**config.mk**
```make
export PLATFORM = sky130hd
export DESIGN_NAME = irq_ctrl_multi
export DESIGN_NICKNAME = d
export VERILOG_FILES = /design/src/rtl/irq_pkg.sv /design/src/rtl/irq_src_cell.sv /design/src/rtl/irq_ctrl_multi.sv
export SDC_FILE = /design/constraint.sdc
export NUM_CORES = 1
export LEC_CHECK = 0
export CAP_MARGIN = 20
export CORE_AREA = 2 2 39 41
export DETAILED_ROUTE_END_ITERATION = 10
export DIE_AREA = 0 0 41 43
export MAX_ROUTING_LAYER = met4
export PLACE_DENSITY = 0.69
export SYNTH_ARGS = -nofsm -noshare
export SYNTH_HDL_FRONTEND = slang
export SYNTH_SLANG_ARGS = --single-unit
```
**constraint.sdc**
```tcl
create_clock -name clk -period 1.9 [get_ports clk]
set_clock_uncertainty 0.1 [all_clocks]
set_input_delay 0.285 -clock clk [delete_from_list [all_inputs] [get_ports clk]]
set_output_delay 0.285 -clock clk [all_outputs]
set_load 0.02 [all_outputs]
```
**src/rtl/irq_pkg.sv**
```systemverilog
`default_nettype none
// ============================================================================
// Module      : irq_pkg
// Description : Shared types, constants and helpers for the machine-mode
//               interrupt controller.
// Revision    : 1.0 - initial release
// ============================================================================
package irq_pkg;

    // Upper bound on the number of interrupt sources the controller supports
    localparam int c_max_src = 32;

    // Width of an index into a maximal source vector
    localparam int c_max_id_w = $clog2(c_max_src);

    // Controller FSM encoding
    typedef enum logic [1:0] {
        ST_IDLE   = 2'b00,
        ST_REQ    = 2'b01,
        ST_ACTIVE = 2'b10
    } irq_state_e;

    // Fixed-priority encoder: returns the lowest set bit index (0 when empty)
    function automatic logic [c_max_id_w-1:0] prio_enc(input logic [c_max_src-1:0] vec);
        logic [c_max_id_w-1:0] idx;
        idx = '0;
        for (int i = c_max_src - 1; i >= 0; i--) begin
            if (vec[i]) begin
                idx = c_max_id_w'(i);
            end
        end
        return idx;
    endfunction

endpackage : irq_pkg
`default_nettype wire

```
**src/rtl/irq_src_cell.sv**
```systemverilog
`default_nettype none
// ============================================================================
// Module      : irq_src_cell
// Description : One interrupt source: optional rising-edge detector and the
//               pending flop that feeds arbitration and mip readback.
// Revision    : 1.0 - initial release
// ============================================================================
module irq_src_cell #(
    parameter bit EDGE = 1'b0
) (
    input  logic clk,
    input  logic reset_n,
    input  logic intr_in,
    input  logic clr,
    output logic pending
);

    if (EDGE) begin : g_edge
        logic r_in_q;

        // Previous line value for rising-edge detection
        always_ff @(posedge clk or negedge reset_n) begin
            if (!reset_n) begin
                r_in_q <= 1'b0;
            end else begin
                r_in_q <= intr_in;
            end
        end

        // Latch a rising edge; a new edge beats a simultaneous acknowledge clear
        always_ff @(posedge clk or negedge reset_n) begin
            if (!reset_n) begin
                pending <= 1'b0;
            end else if (intr_in && !r_in_q) begin
                pending <= 1'b1;
            end else if (clr) begin
                pending <= 1'b0;
            end
        end
    end else begin : g_level
        // Level sources are never cleared here; the peripheral drops the line
        logic w_unused_clr;
        assign w_unused_clr = clr;

        // Pending simply follows the registered line
        always_ff @(posedge clk or negedge reset_n) begin
            if (!reset_n) begin
                pending <= 1'b0;
            end else begin
                pending <= intr_in;
            end
        end
    end

endmodule : irq_src_cell
`default_nettype wire

```
**src/rtl/irq_ctrl_multi.sv**
```systemverilog
`default_nettype none
// ============================================================================
// Module      : irq_ctrl_multi
// Description : Fixed-priority machine-mode interrupt controller with a
//               request / acknowledge / complete handshake to the core.
//               One interrupt in service at a time, no nesting.
// Revision    : 1.0 - initial release
// ============================================================================
module irq_ctrl_multi
    import irq_pkg::*;
#(
    parameter int                 NUM_SRC   = 4,
    parameter int                 ID_W      = (NUM_SRC <= 2) ? 1 : $clog2(NUM_SRC),
    parameter logic [NUM_SRC-1:0] EDGE_MASK = {NUM_SRC{1'b0}}
) (
    input  logic               clk,
    input  logic               reset_n,
    input  logic [NUM_SRC-1:0] intr_in,
    input  logic [NUM_SRC-1:0] src_en,
    input  logic               mie_bit,
    input  logic               intr_ack,
    input  logic               intr_done,
    output logic               intr_req,
    output logic [ID_W-1:0]    intr_id,
    output logic               intr_active,
    output logic [NUM_SRC-1:0] pending
);

    irq_state_e            r_state;
    irq_state_e            w_state_nxt;
    logic                  w_req_nxt;
    logic [ID_W-1:0]       w_id_nxt;
    logic                  w_active_nxt;
    logic [NUM_SRC-1:0]    w_eligible;
    logic [NUM_SRC-1:0]    w_clr;
    logic [c_max_src-1:0]  w_elig_ext;
    logic [c_max_id_w-1:0] w_winner_full;
    logic [ID_W-1:0]       w_winner;
    logic                  w_cur_eligible;
    logic                  w_ack_taken;

    // An acknowledge only counts while a request is outstanding
    assign w_ack_taken = intr_ack && (r_state == ST_REQ);

    for (genvar i = 0; i < NUM_SRC; i++) begin : g_src
        assign w_clr[i] = w_ack_taken && (intr_id == ID_W'(i));

        irq_src_cell #(
            .EDGE (EDGE_MASK[i])
        ) u_cell (
            .clk     (clk),
            .reset_n (reset_n),
            .intr_in (intr_in[i]),
            .clr     (w_clr[i]),
            .pending (pending[i])
        );
    end

    // Masks gate arbitration only; pending is recorded regardless
    assign w_eligible     = pending & src_en;
    assign w_cur_eligible = w_eligible[intr_id];

    // Widen the eligible vector so the shared encoder can be reused
    always_comb begin
        w_elig_ext              = '0;
        w_elig_ext[NUM_SRC-1:0] = w_eligible;
    end

    assign w_winner_full = prio_enc(w_elig_ext);
    assign w_winner      = w_winner_full[ID_W-1:0];

    // FSM state register
    always_ff @(posedge clk or negedge reset_n) begin
        if (!reset_n) begin
            r_state <= ST_IDLE;
        end else begin
            r_state <= w_state_nxt;
        end
    end

    // Next-state and next-output decode; the ID is frozen once requested
    always_comb begin
        w_state_nxt  = r_state;
        w_req_nxt    = intr_req;
        w_id_nxt     = intr_id;
        w_active_nxt = intr_active;
        case (r_state)
            ST_IDLE: begin
                if (mie_bit && (|w_eligible)) begin
                    w_state_nxt = ST_REQ;
                    w_id_nxt    = w_winner;
                    w_req_nxt   = 1'b1;
                end
            end
            ST_REQ: begin
                if (intr_ack) begin
                    w_state_nxt  = ST_ACTIVE;
                    w_req_nxt    = 1'b0;
                    w_active_nxt = 1'b1;
                end else if (!mie_bit || !w_cur_eligible) begin
                    w_state_nxt = ST_IDLE;
                    w_req_nxt   = 1'b0;
                end
            end
            ST_ACTIVE: begin
                if (intr_done) begin
                    w_state_nxt  = ST_IDLE;
                    w_active_nxt = 1'b0;
                end
            end
            default: begin
                w_state_nxt  = ST_IDLE;
                w_req_nxt    = 1'b0;
                w_active_nxt = 1'b0;
            end
        endcase
    end

    // Registered handshake outputs toward the core
    always_ff @(posedge clk or negedge reset_n) begin
        if (!reset_n) begin
            intr_req    <= 1'b0;
            intr_id     <= '0;
            intr_active <= 1'b0;
        end else begin
            intr_req    <= w_req_nxt;
            intr_id     <= w_id_nxt;
            intr_active <= w_active_nxt;
        end
    end

endmodule : irq_ctrl_multi
`default_nettype wire
```
## Yosys cells after proc, flatten, opt, wreduce, memory -nomap -nowiden

Index checks and enable logic that the tools add are counted.

- Magnitude comparators: 1
- Equal/unequal tests: 6
- Multiplexer cells: 18
- Bitwise gates (word level): 3
- Reduce and logical (&&, ||, !) cells: 10

Operators with widths:

| cell | number |
|---|---|
| 2-bit 2-to-1 mux | 8 |
| 3-bit AND reduction | 3 |
| 1-bit 2-to-1 mux | 6 |
| 2-bit inequality test, second input constant | 3 |
| 1-bit case mux with 3 select lines | 2 |
| 2-bit case mux with 3 select lines | 1 |
| 4-bit AND | 1 |
| 4-bit OR reduction | 1 |
| 2-bit by 3-bit < comparator with 1-bit output, second input constant | 1 |
| 3-bit by 2-bit inequality test with 1-bit output, second input constant | 1 |
| 1-bit binary-select mux with 2-bit select | 1 |
| 2-bit by 1-bit equality test with 1-bit output, second input constant | 1 |
| 2-bit equality test, second input constant | 1 |
| 1-bit logical NOT | 2 |
| 2-bit logical NOT | 1 |
| 1-bit inverter | 2 |
| 2-bit AND reduction | 1 |
| 1-bit logical AND | 1 |
| 1-bit logical OR | 1 |

- Bits in registers: 10
- Input bits: 13
- Output and inout port bits: 8
- Logic and storage cells: 46

## Logic depth before layout (Yosys ltp)

Gate-level depths: netlist of run 1.

- Depth in word-level cells: 8
- Depth in mapped cells: 4
- Gate-level depth less buffers: 4

## Modules after synthesis

A second synthesis of run 1 with hierarchy kept.

- Cells, all modules: 40
- Area, all modules: 469.2 µm²

By module, submodules not included:

| module | instances | cells an instance | area each (µm²) | seq. area each (µm²) |
|---|---|---|---|---|
| irq_ctrl_multi | 1 | 36 | 369.1 | 150.1 |
| irq_src_cell | 4 | 1 | 25.0 | 25.0 |

## Worst setup path after synthesis of run 1

OpenSTA, ideal clock, no wires.

- Kind: register to register
- From: register intr_id[1]
- To: register r_state[0]
- Library setup time: 0.064 ns
- Arrival time: 1.330 ns
- Required time: 1.736 ns
- Setup slack: 0.405 ns
- Stages on the path, launching flop included: 4
- Path buffers: 0
- Clock period less this slack: 1.495 ns
- Cells stage by stage: dfrtp_1 -> mux4_2 -> nor4b_2 -> or2_1

- Cells in the longest elaborated chain, start to end: 6

Ends and longest elaborated chain:

| what | line | text |
|---|---|---|
| from (decl) | irq_ctrl_multi.sv:24 | `output logic [ID_W-1:0] intr_id,` |
| from (signal assigned) | irq_ctrl_multi.sv:127 | `intr_id <= w_id_nxt;` |
| 1-bit binary-select mux with 2-bit select | irq_ctrl_multi.sv:61 | `assign w_cur_eligible = w_eligible[intr_id];` |
| 1-bit 2-to-1 mux (not written as such) | irq_ctrl_multi.sv:61 |  |
| 1-bit logical NOT | irq_ctrl_multi.sv:100 | `end else if (!mie_bit \|\| !w_cur_eligible) begin` |
| 1-bit logical OR | irq_ctrl_multi.sv:100 |  |
| 3-bit by 2-bit inequality test with 1-bit output (no line) | -- |  |
| 3-bit AND reduction (no line) | -- |  |
| to (signal assigned) | irq_ctrl_multi.sv:77 | `r_state <= w_state_nxt;` |
| to (decl) | irq_ctrl_multi.sv:29 | `irq_state_e r_state;` |

No other way between the ends. The select of a mux whose other input is x is not followed.
A chain may end at the register's enable or synchronous reset.

## Worst setup path in the final report of run 1

- From: register intr_id[1]
- To: output intr_id[1]

No word-level cell between the ends.

==> results of run 1 <==
## power by group
group	switching [µW]	internal [µW]	total [µW]
clock	74.2	73.4	148
sequential	36.9	254	291
combinational	100	126	226
## sequential cells by signal, summed over array words and instances, names as in the netlist
register and cells:
g_src.u_cell.pending 4, intr_id 2, r_state 2, intr_req 1
intr_active 1
## through the flow
| step | setup WS [ns] | hold WS (ns) | instances | utilization (%) | cell area (µm²) |
|---|---|---|---|---|---|
| after floorplan | 0.405 | -0.111 | 40 | - | 462 |
| after global placement | 0.0567 | 0.381 | 72 | 47.1 | 652 |
| after detailed placement | 0.0588 | 0.386 | 72 | 47.1 | 652 |
| after CTS | 0.221 | 0.245 | 75 | 48.7 | 674 |
| after global routing | 0.165 | 0.272 | 75 | 48.7 | 674 |
| final | 0.239 | 0.227 | 75 | 48.7 | 674 |
## how the worst min path moves through the flow
stage | from | to | slack (ns) | depth (start not counted)
detailed placement | intr_req$_DFFE_PN0P_ | intr_req$_DFFE_PN0P_ | 0.39 | 1
global route | reset_n | intr_id[1]$_DFFE_PN0P_ | 0.27 | 1
finish | reset_n | r_state[1]$_DFFE_PN0P_ | 0.23 | 1
floorplan | reset_n | g_src[0].u_cell.pending$_DFF_PN0_ | -0.11 | 0
global placement | intr_req$_DFFE_PN0P_ | intr_req$_DFFE_PN0P_ | 0.38 | 1
CTS | reset_n | intr_id[1]$_DFFE_PN0P_ | 0.25 | 1
## Yosys cell counts
master	count	share of area (%)
a21o_1	1	1.6
mux2_1	1	2.4
o21a_1	1	1.6
dfrtp_1	10	54
nor2_1	2	1.6
a21boi_0	1	1.6
o21ai_0	2	2.2
mux4_2	1	4.9
nand3b_1	1	1.6
nand3_1	1	1.1
buf_4	4	6.5
nand2b_4	1	3.0
a21oi_1	3	3.3
nand2b_1	1	1.4
or2_1	1	1.4
nand2_1	7	5.7
nor4b_2	1	3.3
o31ai_2	1	2.7
## per-layer routing
layer  vias to the layer above  part of all wire, %
li1                        177                    -
met1                       170                   44
met2                        13                   46
met3                         4                  5.3
met4                         0                  3.8
met5                         -                    0
## layout make-up
| class | instances | area (µm²) | share of cell area [%] |
|---|---|---|---|
| Sequential cell | 10 | 250 | 37.1 |
| Clock buffer | 3 | 22.5 | 3.34 |
| Tap cell | 16 | 20.0 | 2.97 |
| Timing Repair Buffer | 20 | 200 | 29.7 |
| Multi-Input combinational cell | 26 | 181 | 26.9 |
## cell families after synthesis
kind of cell | Yosys count
AOI/OAI and AO/OA | 9
buffers and inverters | 4
muxes | 2
DFF | 10
and+or+nand+nor | 15
## worst reg2reg max path: cells and delay by family (launching register included)
| kind | cells | cell delay, ns |
|---|---|---|
| mux | 1 | 0.32 |
| compound gates | 1 | 0.19 |
| simple gates | 2 | 0.33 |
| flops | 1 | 0.41 |
## cells in the final DEF (no fill, tap or decap)
master,synthesis,final
clkdlybuf4s50_1,0,20
clkbuf_4,0,3
nor4b_2,1,1
nand2b_1,1,1
mux2_1,1,1
nand3b_1,1,1
nand2_1,7,7
o31ai_2,1,1
mux4_2,1,1
a21boi_0,1,1
a21o_1,1,1
o21a_1,1,1
nand3_1,1,1
dfrtp_1,10,10
o21ai_0,2,2
nand2b_4,1,1
a21oi_1,3,3
nor2_1,2,2
or2_1,1,1
==> out/metrics.cfg, run 1 <==
[clocking]
cts_buffers = 3
ctsHoldBuffers = 0
clkLatencyLatePin_ns = 0.27
cts_max_level = 1
numClockSinks = 10
clk_pin_slew_ns = 0.06
post_cts_buffers = 0
cts-root-buf = clkbuf_4
cts_max_path_buffers = 2
cts-resized-gates = 0
cts_tree = done

[yosys]
syn_area_um2 = 462
syn_inst = 40
ys_ff_latch = 10
synth_top_family_by_area = simple AND/OR/NAND/NOR gates
synth_compound_area_share_pct = 13.0
synth_fa_ha_area_share_pct = 0
post_synth_num_cell_types = 18
synth_warnings = 0
synthSimpleGateAreaFrac_pct = 19.0
seq_area_frac_synth_pct = 54.2
avgSynthCellArea_um2 = 11.5
synth_nets = 53
synthMuxAreaShare_pct = 7.32
synth_xor_area_share_pct = 0

[setup_path]
r2r_start = r_state[1]$_DFFE_PN0P_
path_delay_family = buffers and inverters
crit_chain = clkdlybuf4s50_1
ff2ff_setup_slack_ns = 0.44
cp.arrival_ns = 1.28
critPathCapture = intr_id[1]
path_buf_inv = 1
startpoint_type = flop
path_depth = 1
crit_type = reg2out
cp-end-kind = output port
rr_worst_depth = 4
crit_slowest_cell = clkdlybuf4s50_1
worstPathRequired_ns = 1.51
critPathMaxStageDelay_ns = 0.62
cp_max_fo = 3
startpoint = intr_id[1]$_DFFE_PN0P_
r2r_end = intr_id[0]$_DFFE_PN0P_

[die]
io_pins = 21
fp.dieH_um = 43
initial_core_util_pct = 33.4
fp.dieW_um = 41
rows = 14
dieArea_um2 = 1760
core_um2 = 1380

[cells_and_area]
drive_above_1_share_pct = 11.9
area_growth_pct = 46.1
nFillCells = 133
n_antenna_cell = 0
fin_nets = 74

[power_and_ir_drop]
p_leak_uw = 0.000283
total_power_uw = 665
ir_drop_mv = 0.347
power_density_nw_per_um2 = 986

[global_route]
track_usage_pct = 13.4
grt-ovfl-total = 0
top_usage_layer = met1
grt_util_met1_pct = 17.1
grt_max_degree = 11
grtUsageMet3_pct = 3.14
antenna_found_initial = 0
gr-usage-met2_pct = 16.9
grt_first_pass_wirelength_um = 1480
grt_pass1_vias = 355

[drt]
vias = 364
drc = 0
wire_per_inst_um = 11.8
dr.pass1.iters = 5
drt-initial-drc-count = 4
postRouteAntennaNets = 0
finalWirelength_um = 886
routed_via_density = 4.85

[min_path]
min_path_type = in2async

[sta]
hold_viol = 0
post-route-min-period_ns = 1.66
max-slew-margin-rel_pct = 69.7
slew_viol_final = 0
rsz0062_at_grt = false
tightest_slew_ns = 0.453
fmax_mhz = 602
finalCritPeriodShare_pct = 87.4
setup_violations = 0
tns_ns = 0

[place]
io_buffers = 20
hpwl_um = 675
globalplace.congestion = 0.716

[job]
cap_violations = 0

[status]
status = completed

(Power assumes the default switching activity.)
==> inputs of run 2 (changes only) <==
--- a/config.mk
+++ b/config.mk
@@ -6,9 +6,10 @@
 export NUM_CORES = 1
 export LEC_CHECK = 0
 export CAP_MARGIN = 20
-export CORE_AREA = 2 2 39 41
+export CORE_AREA = 5 5 42 44
 export DETAILED_ROUTE_END_ITERATION = 10
-export DIE_AREA = 0 0 41 43
+export DIE_AREA = 0 0 47 49
+export HOLD_SLACK_MARGIN = 0.05
 export MAX_ROUTING_LAYER = met4
 export PLACE_DENSITY = 0.69
 export SYNTH_ARGS = -nofsm -noshare
==> run 2 against run 1 <==
Effect of this change: maximum frequency down 0.81%; critical path depth unchanged; largest power group unchanged; combinational power barely moved.
==> out/metrics.cfg, run 2 (synthesis gave the netlist of run 1 again) <==
[place]
io_buffers = 20  ; unchanged
placed_area_um2 = 652  ; unchanged
globalplace.congestion = 0.734  ; +2.4%

[drt]
drc = 0  ; unchanged
postRouteAntennaNets = 0  ; unchanged
routed_via_density = 4.76  ; -1.9%
drt-initial-drc-count = 2  ; -2
dr.pass1.iters = 2  ; -3
finalWirelength_um = 975  ; +10%
vias = 362  ; -0.55%
wire_per_inst_um = 12.8  ; +8.6%

[cells_and_area]
top_regs = g_src.u_cell.pending x4, intr_id x2, r_state x2
final_area_um2 = 688  ; +2.0%
n_antenna_cell = 0  ; unchanged
layout_common_cells = clkdlybuf4s50_1, dfrtp_1, nand2_1, a21oi_1, clkbuf_4
final_common_cell = clkdlybuf4s50_1
area_growth_pct = 49.1
drive_above_1_share_pct = 13.3  ; +1.5 points
final_core_util_pct = 49.1  ; +0.37 points
largest-register = g_src.u_cell.pending
nFillCells = 139  ; +4.5%
fin_nets = 74  ; unchanged
largest_register_ffs = 4  ; unchanged

[die]
io_pins = 21  ; unchanged
rows = 14  ; unchanged
dieArea_um2 = 2300  ; +31%
fp.dieH_um = 49  ; +14%
fp.dieW_um = 47  ; +15%
core_um2 = 1400  ; +1.3%
initial_core_util_pct = 32.9  ; -0.42 points

[clocking]
cts_tree = done
clk_pin_slew_ns = 0.07  ; about the same
cts-resized-gates = 0  ; unchanged
cts_max_path_buffers = 2  ; unchanged
cts_buffers = 3  ; unchanged
clkLatencyLatePin_ns = 0.26  ; about the same
post_cts_buffers = 0  ; unchanged
ctsHoldBuffers = 0  ; unchanged
cts_max_level = 1  ; unchanged
numClockSinks = 10  ; unchanged
cts-root-buf = clkbuf_4

[power_and_ir_drop]
total_power_uw = 713  ; +7.3%
p_leak_uw = 0.000290  ; +2.5%
power_density_nw_per_um2 = 1040  ; +5.2%
ir_drop_mv = 0.544  ; +57%

[sta]
hold_viol = 0  ; unchanged
fmax_mhz = 597  ; -0.81%
tightest_slew_ns = 0.457  ; +0.00376 ns
fin_hold_ws_ns = 0.234  ; +0.00660 ns
tns_ns = 0  ; unchanged
slew_viol_final = 0  ; unchanged
finalCritPeriodShare_pct = 88.1  ; +0.71 points
post-route-min-period_ns = 1.67  ; +0.0135 ns
setup_violations = 0  ; unchanged
max-slew-margin-rel_pct = 69.4  ; -0.25 points
rsz0062_at_grt = false

[setup_path]
worstPathRequired_ns = 1.51  ; about the same
crit_type = reg2out
path_depth = 1  ; unchanged
cp.arrival_ns = 1.29  ; about the same
rr_worst_depth = 4  ; unchanged
ff2ff_setup_slack_ns = 0.42  ; -0.02 ns
critPathCapture = intr_id[1]
crit_chain = clkdlybuf4s50_1
r2r_start = r_state[1]$_DFFE_PN0P_
r2r_end = intr_id[0]$_DFFE_PN0P_
path_delay_family = buffers and inverters
crit_slowest_cell = clkdlybuf4s50_1
cp_max_fo = 3  ; unchanged
critPathMaxStageDelay_ns = 0.63  ; about the same
path_buf_inv = 1  ; unchanged
startpoint = intr_id[1]$_DFFE_PN0P_
cp-end-kind = output port
startpoint_type = flop

[global_route]
grt_max_degree = 11  ; unchanged
grt_first_pass_wirelength_um = 1770  ; +20%
grt_pass1_vias = 416  ; +17%
antenna_found_initial = 0  ; unchanged
grt-ovfl-total = 0  ; unchanged
track_usage_pct = 11.3  ; -2.2 points

[job]
cap_violations = 0  ; unchanged

[min_path]
min_path_type = in2async

[status]
status = completed

[run 2: changes by cell type in the layout (fill, tap and decap cells not counted)]
cell	before	now
clkbuf_8	0	1
[run 2: final cells by class]
type	count	area, µm²	area share [%]
sequential	10	250	36.4
timing repair buffer	20	200	29.1
multi-input combinational	26	181	26.4
clock buffer	4	36.3	5.27
tap	16	20.0	2.91
[run 2: metrics by stage]
step                      worst slack, ns  cells
after floorplan                     0.405     40
after global placement             0.0795     72
after detailed placement           0.0725     72
after CTS                           0.214     76
after global routing                0.149     76
final                               0.225     76
[run 2: routing by layer]
metal	wire length, µm	global-route usage [%]	up-vias
met4	21	5.53	0
met2	461	15.8	11
met5	0	-	-
li1	-	-	174
met1	432	12.6	173
met3	60	6.27	4
[run 2: worst min-delay path by stage]
stage | start | to | slack (ns) | depth (start not counted)
final | reset_n | intr_active$_DFFE_PN0P_ | 0.23 | 1
after global routing | reset_n | g_src[1].u_cell.pending$_DFF_PN0_ | 0.25 | 1
after CTS | reset_n | g_src[1].u_cell.pending$_DFF_PN0_ | 0.24 | 1
after detailed placement | intr_req$_DFFE_PN0P_ | intr_req$_DFFE_PN0P_ | 0.38 | 1
after global placement | intr_active$_DFFE_PN0P_ | intr_active$_DFFE_PN0P_ | 0.40 | 2
after floorplan | reset_n | g_src[0].u_cell.pending$_DFF_PN0_ | -0.11 | 0
[run 2: report_power, final]
part,internal [µW],total [µW],switching (µW)
combinational,126,229,103
clock,116,193,76.7
sequential,254,291,37.2
